`src/rtl/mac_pkg.sv`:
```
// Shared constants and activation encoding for the mac datapath and its
// output post-processing stage.
package mac_pkg;

  localparam int MAC_DW = 32;
  localparam int MAC_OW = 8;

  typedef enum logic [1:0] {
    ACT_NONE  = 2'b00,
    ACT_RELU  = 2'b01,
    ACT_RELU6 = 2'b10
  } act_e;

endpackage

```
`src/rtl/sync_fifo.sv`:
```
// Single-clock FIFO with occupancy count. Output is zero when empty and a
// write into a full FIFO is accepted only when a read happens in the same cycle.
module sync_fifo #(
  parameter int W     = 8,
  parameter int DEPTH = 4
) (
  input  logic                       clk,
  input  logic                       rst,
  input  logic                       wr_en,
  input  logic [W-1:0]               wr_data,
  input  logic                       rd_ready,
  output logic                       rd_valid,
  output logic [W-1:0]               rd_data,
  output logic [$clog2(DEPTH):0]     level,
  output logic                       drop
);

  localparam int AW = $clog2(DEPTH);
  localparam int LW = AW + 1;

  logic [W-1:0]  mem [DEPTH];
  logic [AW-1:0] wptr;
  logic [AW-1:0] rptr;
  logic [LW-1:0] count;
  logic          full;
  logic          pop;
  logic          wr_ok;

  assign full     = (count == LW'(DEPTH));
  assign rd_valid = (count != '0);
  assign pop      = rd_valid && rd_ready;
  assign wr_ok    = wr_en && (!full || pop);
  assign drop     = wr_en && full && !pop;
  assign rd_data  = rd_valid ? mem[rptr] : '0;
  assign level    = count;

  always_ff @(posedge clk) begin
    if (wr_ok) mem[wptr] <= wr_data;
  end

  // DEPTH is a power of two, so the pointers wrap on their natural overflow.
  always_ff @(posedge clk or posedge rst) begin
    if (rst) begin
      wptr  <= '0;
      rptr  <= '0;
      count <= '0;
    end else begin
      if (wr_ok) wptr <= wptr + AW'(1);
      if (pop)   rptr <= rptr + AW'(1);
      case ({wr_ok, pop})
        2'b10:   count <= count + LW'(1);
        2'b01:   count <= count - LW'(1);
        default: count <= count;
      endcase
    end
  end

endmodule

```
`src/rtl/mac_postproc.sv`:
```
// Post-processing of mac results: bias add, rounded arithmetic shift,
// activation, saturation to OW bits, then buffering in an output FIFO.
module mac_postproc
  import mac_pkg::*;
#(
  parameter int DW        = MAC_DW,
  parameter int OW        = MAC_OW,
  parameter int DEPTH     = 4,
  parameter int RELU6_MAX = 96
) (
  input  logic                       clk,
  input  logic                       rst,
  input  logic [DW-1:0]              in_result,
  input  logic                       in_valid,
  input  logic [DW-1:0]              bias,
  input  logic [4:0]                 cfg_shift,
  input  logic [1:0]                 cfg_act,
  output logic [OW-1:0]              out_data,
  output logic                       out_valid,
  input  logic                       out_ready,
  output logic [$clog2(DEPTH):0]     fifo_level,
  output logic                       overflow,
  input  logic                       clr_ovf
);

  localparam int XW = DW + 2;
  localparam logic signed [XW-1:0] ONE  = XW'(1);
  localparam logic signed [XW-1:0] R6   = XW'(RELU6_MAX);
  localparam logic signed [XW-1:0] OMAX = {{(XW-OW+1){1'b0}}, {(OW-1){1'b1}}};
  localparam logic signed [XW-1:0] OMIN = {{(XW-OW+1){1'b1}}, {(OW-1){1'b0}}};

  logic signed [DW:0]   s1_sum;
  logic [4:0]           s1_shift;
  logic [1:0]           s1_act;
  logic                 s1_valid;

  logic signed [XW-1:0] rnd;
  logic signed [XW-1:0] wide;
  logic signed [XW-1:0] rounded;
  logic signed [XW-1:0] acted;
  logic [OW-1:0]        res;

  logic [OW-1:0]        s2_data;
  logic                 s2_valid;
  logic                 drop;

  always_ff @(posedge clk or posedge rst) begin
    if (rst) begin
      s1_valid <= 1'b0;
      s1_sum   <= '0;
      s1_shift <= '0;
      s1_act   <= '0;
    end else begin
      s1_valid <= in_valid;
      if (in_valid) begin
        s1_sum   <= $signed({in_result[DW-1], in_result}) + $signed({bias[DW-1], bias});
        s1_shift <= cfg_shift;
        s1_act   <= cfg_act;
      end
    end
  end

  // One extra bit of headroom keeps the rounding addend from wrapping the sum.
  always_comb begin
    rnd = '0;
    if (s1_shift != 5'd0) rnd = ONE << (s1_shift - 5'd1);
    wide    = $signed({s1_sum[DW], s1_sum}) + rnd;
    rounded = wide >>> s1_shift;

    acted = rounded;
    if ((s1_act == ACT_RELU || s1_act == ACT_RELU6) && rounded[XW-1]) acted = '0;
    if (s1_act == ACT_RELU6 && rounded > R6) acted = R6;

    if (acted > OMAX)      res = OMAX[OW-1:0];
    else if (acted < OMIN) res = OMIN[OW-1:0];
    else                   res = acted[OW-1:0];
  end

  always_ff @(posedge clk or posedge rst) begin
    if (rst) begin
      s2_valid <= 1'b0;
      s2_data  <= '0;
    end else begin
      s2_valid <= s1_valid;
      if (s1_valid) s2_data <= res;
    end
  end

  sync_fifo #(
    .W     (OW),
    .DEPTH (DEPTH)
  ) u_fifo (
    .clk      (clk),
    .rst      (rst),
    .wr_en    (s2_valid),
    .wr_data  (s2_data),
    .rd_ready (out_ready),
    .rd_valid (out_valid),
    .rd_data  (out_data),
    .level    (fifo_level),
    .drop     (drop)
  );

  // A drop in the same cycle as a clear wins, so no lost result goes unflagged.
  always_ff @(posedge clk or posedge rst) begin
    if (rst)          overflow <= 1'b0;
    else if (drop)    overflow <= 1'b1;
    else if (clr_ovf) overflow <= 1'b0;
  end

endmodule

```
`config.mk`:
```
export PLATFORM = sky130hd
export DESIGN_NAME = mac_postproc
export DESIGN_NICKNAME = d
export VERILOG_FILES = /design/src/rtl/mac_pkg.sv /design/src/rtl/sync_fifo.sv /design/src/rtl/mac_postproc.sv
export SDC_FILE = /design/constraint.sdc
export NUM_CORES = 1
export LEC_CHECK = 0
export ABC_CLOCK_PERIOD_IN_PS = 5900
export CAP_MARGIN = 20
export CORE_UTILIZATION = 45
export CTS_CLUSTER_SIZE = 14
export DETAILED_ROUTE_END_ITERATION = 10
export PLACE_DENSITY = 0.66
export SKIP_LAST_GASP = 1
export SLEW_MARGIN = 20
export SYNTH_ARGS = -nofsm -noshare
export SYNTH_HDL_FRONTEND = slang
export SYNTH_HIERARCHICAL = 1
export SYNTH_SLANG_ARGS = --single-unit
```
`constraint.sdc`:
```
create_clock -name clk -period 5.9 [get_ports clk]
set_clock_uncertainty 0.05 [all_clocks]
set_input_delay 0.885 -clock clk [delete_from_list [all_inputs] [get_ports clk]]
set_output_delay 0.885 -clock clk [all_outputs]
set_load 0.05 [all_outputs]
```
==> flow_metrics.py <==
metrics = {
    "pwr": {
        "power_density_nw_per_um2": 311,
        "p_int_mw": 2.04,
        "comb_power_share_pct": 58.6,
        "seqPwrFrac_pct": 25.1,
        "p_total_mw": 3.73,
        "pwr-share-clk_pct": 16.3,
        "sw_frac_of_total_pct": 45.4,
        "p_leak_nw": 5.09,
        "peakVddDrop_mv": 0.191,
        "p_sw_mw": 1.69,
    },
    "clocking": {
        "path_clk_slew_ps": 80,
        "cts_root_buf": "clkbuf_16",
        "cts.htree.levels": 3,
        "cts_tree": "done",
        "clk_path_buf_depth": 2,
        "clk_latency_ps": 360,
        "cts_buffers": 9,
        "cts.sinks": 90,
    },
    "global_route": {
        "antenna_found_initial": 0,
        "grt_max_degree": 58,
        "grt_pass1_vias": 9164,
        "grtUsageTotal_pct": 26.4,
        "grt_remaining_overflow": 0,
        "grt_pass1_wl_um": 47500,
    },
    "drt": {
        "viasPerCell": 6.14,
        "drt_wl_total_um": 29500,
        "drc": 0,
        "first_pass_iters": 6,
        "num_vias": 9790,
        "drtIter0Drc": 826,
        "avgRoutedWirePerCell_um": 18.5,
        "ant_nets": 0,
    },
    "logic_synthesis": {
        "syn_inst": 1212,
        "synth_seq_cells": 90,
        "seq_area_frac_synth_pct": 23.9,
        "synth-async-reset-ratio_pct": 64.4,
        "synth.most_common_cell": "nor2_1",
        "synth_common_cells": "nor2_1 (120), nand2_1 (102), a21oi_1 (81), ha_1 (70), o21ai_0 (61)",
        "ys_types": 90,
        "synth_area_um2": 10100,
        "ys.flop_type": "dfrtp_1",
        "synth_area_leader_cell": "dfrtp_1",
        "yosys.area.top_type_share_pct": 14.4,
        "synth.yosys.warnings": 6,
        "syn_nets": 1361,
        "netlist_top_cells_area": "dfrtp_1 (14%), edfxtp_1 (9.5%), ha_1 (8.7%), nor2_1 (4.5%), mux2_2 (4.4%)",
        "synth_area_per_cell_um2": 8.32,
        "synth_edf_count": 32,
    },
    "layout": {
        "finalNetCount": 1459,
        "drive_gt1_share_pct": 14.9,
        "final_core_util_pct": 54.8,
        "fillers": 2112,
        "diodes": 0,
        "final_cells": 1595,
        "synthToLayoutAreaGrowth_pct": 19.0,
    },
    "status": {
        "status": "complete, no violations",
    },
    "critical_path": {
        "cp-end-kind": "register",
        "startpoint_type": "register",
        "crit_type": "register to register",
        "critPathRequiredTime_ps": 6130,
        "critPathMaxFanout": 41,
        "worstPathArrival_ps": 5920,
    },
    "place": {
        "hpwl_um": 22700,
        "place_inst": 1576,
        "gp_congestion": 1.00,
        "io_buffers": 88,
    },
    "die": {
        "die_area_um2": 23000,
        "row_count": 54,
        "die_w_um": 152,
        "start_util_pct": 46.1,
        "core_area_um2": 21900,
        "io_pins": 89,
        "fp.dieH_um": 152,
    },
    "worst_hold_path": {
        "hold_path.class": "register to register",
    },
    "timing": {
        "slew-limit-headroom_pct": 52.6,
        "setup_viol": 0,
        "fmax_mhz": 176,
        "tightest_slew_ps": 710,
        "hold_viol": 0,
        "period_minus_slack_ps": 5690,
        "slew_violations": 0,
        "period_share_pct": 96.5,
        "hold_slack_ps": 437,
    },
    "run": {
        "cap_viol_max_count": 0,
    },
}
[stage by stage]
stage / setup slack, ps / instance area [um2] / setup TNS (ps)
final: 206 / 12000 / 0
after floorplan: 222 / 10100 / 0
after detailed placement: 96.9 / 11500 / 0
after CTS: 22.7 / 11800 / 0
after global placement: 123 / 11500 / 0
after global routing: -67.3 / 12000 / -297
[worst paths after layout]
path | cells after the start | end | start | slack (ps)
worst max-delay path | 20 | s2_data[0] | s1_shift[2] | 210
worst min-delay path | 1 | overflow | overflow | 440
min in group asynchronous | 2 | u_fifo/rptr[0] | rst | 770
max in group asynchronous | 3 | s1_sum[32] | rst | 4320
worst min register to register | 1 | overflow | overflow | 440
worst max register to register | 20 | s2_data[0] | s1_shift[2] | 210
[registers in the layout, indices dropped and copies added (netlist names)]
name and flops:
s1_sum 33, u_fifo/mem 32, s2_data 8, s1_shift 5
u_fifo/level 3, s1_act 2, u_fifo/rptr 2, u_fifo/wptr 2
overflow 1, s1_valid 1, s2_valid 1
[power by group through the flow]
stage	registers [mW]	clock network, mW	logic (mW)
2_1_floorplan	0.930	0	1.51
3_3_place_gp	0.946	0	2.10
3_5_place_dp	0.953	0	2.11
4_1_cts	0.941	0.617	2.12
5_1_grt	0.962	0.642	2.37
6_report	0.936	0.609	2.19
[placed cells by master, fill, tap and decap left out, types with 15 or more instances in the layout]
master             n
mux2_2            39
edfxtp_1          32
o21ai_0           59
a21oi_1           78
xor2_1            21
o211ai_1          16
nand3_1           35
xnor2_1           25
mux4_2            17
and2_1            25
inv_1             46
nand2_1           99
a211oi_1          37
nor3_1            28
mux2i_1           30
o21a_1            16
a21o_1            41
buf_4             66
clkdlybuf4s50_1   87
nor2_1           118
dfrtp_1           58
ha_1              70
nand2b_1          15
[worst max-delay path: stages, from the launching register on]
cell       delay [ps]
dfrtp_1           420
buf_12            190
nor2_1            140
nand2_1           170
nor2_1            180
ha_1              300
and3_1            210
nand3_1            90
and3b_4           220
or4_4             590
a21boi_4          240
mux2_2            400
o31ai_4           380
a211oi_2          160
nor2_1            270
a221oi_1          140
nand3b_1          210
a2111o_1          460
o41ai_4           410
a31oi_4           180
a2bb2oi_1         190
[cell families (layout without fill, tap and decap cells)]
kind of cell               after synthesis  count (layout)  share of synthesized area, %
AOI/OAI and AO/OA                      384             384                          26.7
xor gates and xnor gates                46              46                          3.99
adders and majority gates               73              73                          9.28
buffers and inverters                  119             222                          4.64
DFF                                     90              90                          23.9
muxes                                   91              91                          11.7
other                                    1               1                        0.0372
and+or+nand+nor                        408             408                          19.7
[final cells by class]
class                   count  area (um2)  share of cell area, %
multi-input cells        1003        7340                   61.1
flip-flops and latches     90        2410                   20.1
clock buffers               9         225                   1.88
inverters                  50         188                   1.56
well taps                 280         350                   2.92
repair buffers            156        1410                   11.8
clock inverters             7        81.3                  0.677
[what timing repair did]
item	in CTS	in global routing
gates resized for setup	0	28
hold buffers	0	0
buffers inserted	0	3
endpoints found under the setup margin	0	7
[metal layers]
metal	up-vias	global-route usage [%]	wire length (um)
met5	-	0	0
met4	0	10.3	991
met3	60	3.05	1390
met2	309	44.3	13900
met1	4650	34.4	13200
li1	4771	-	-
(Power assumes the default switching activity.)
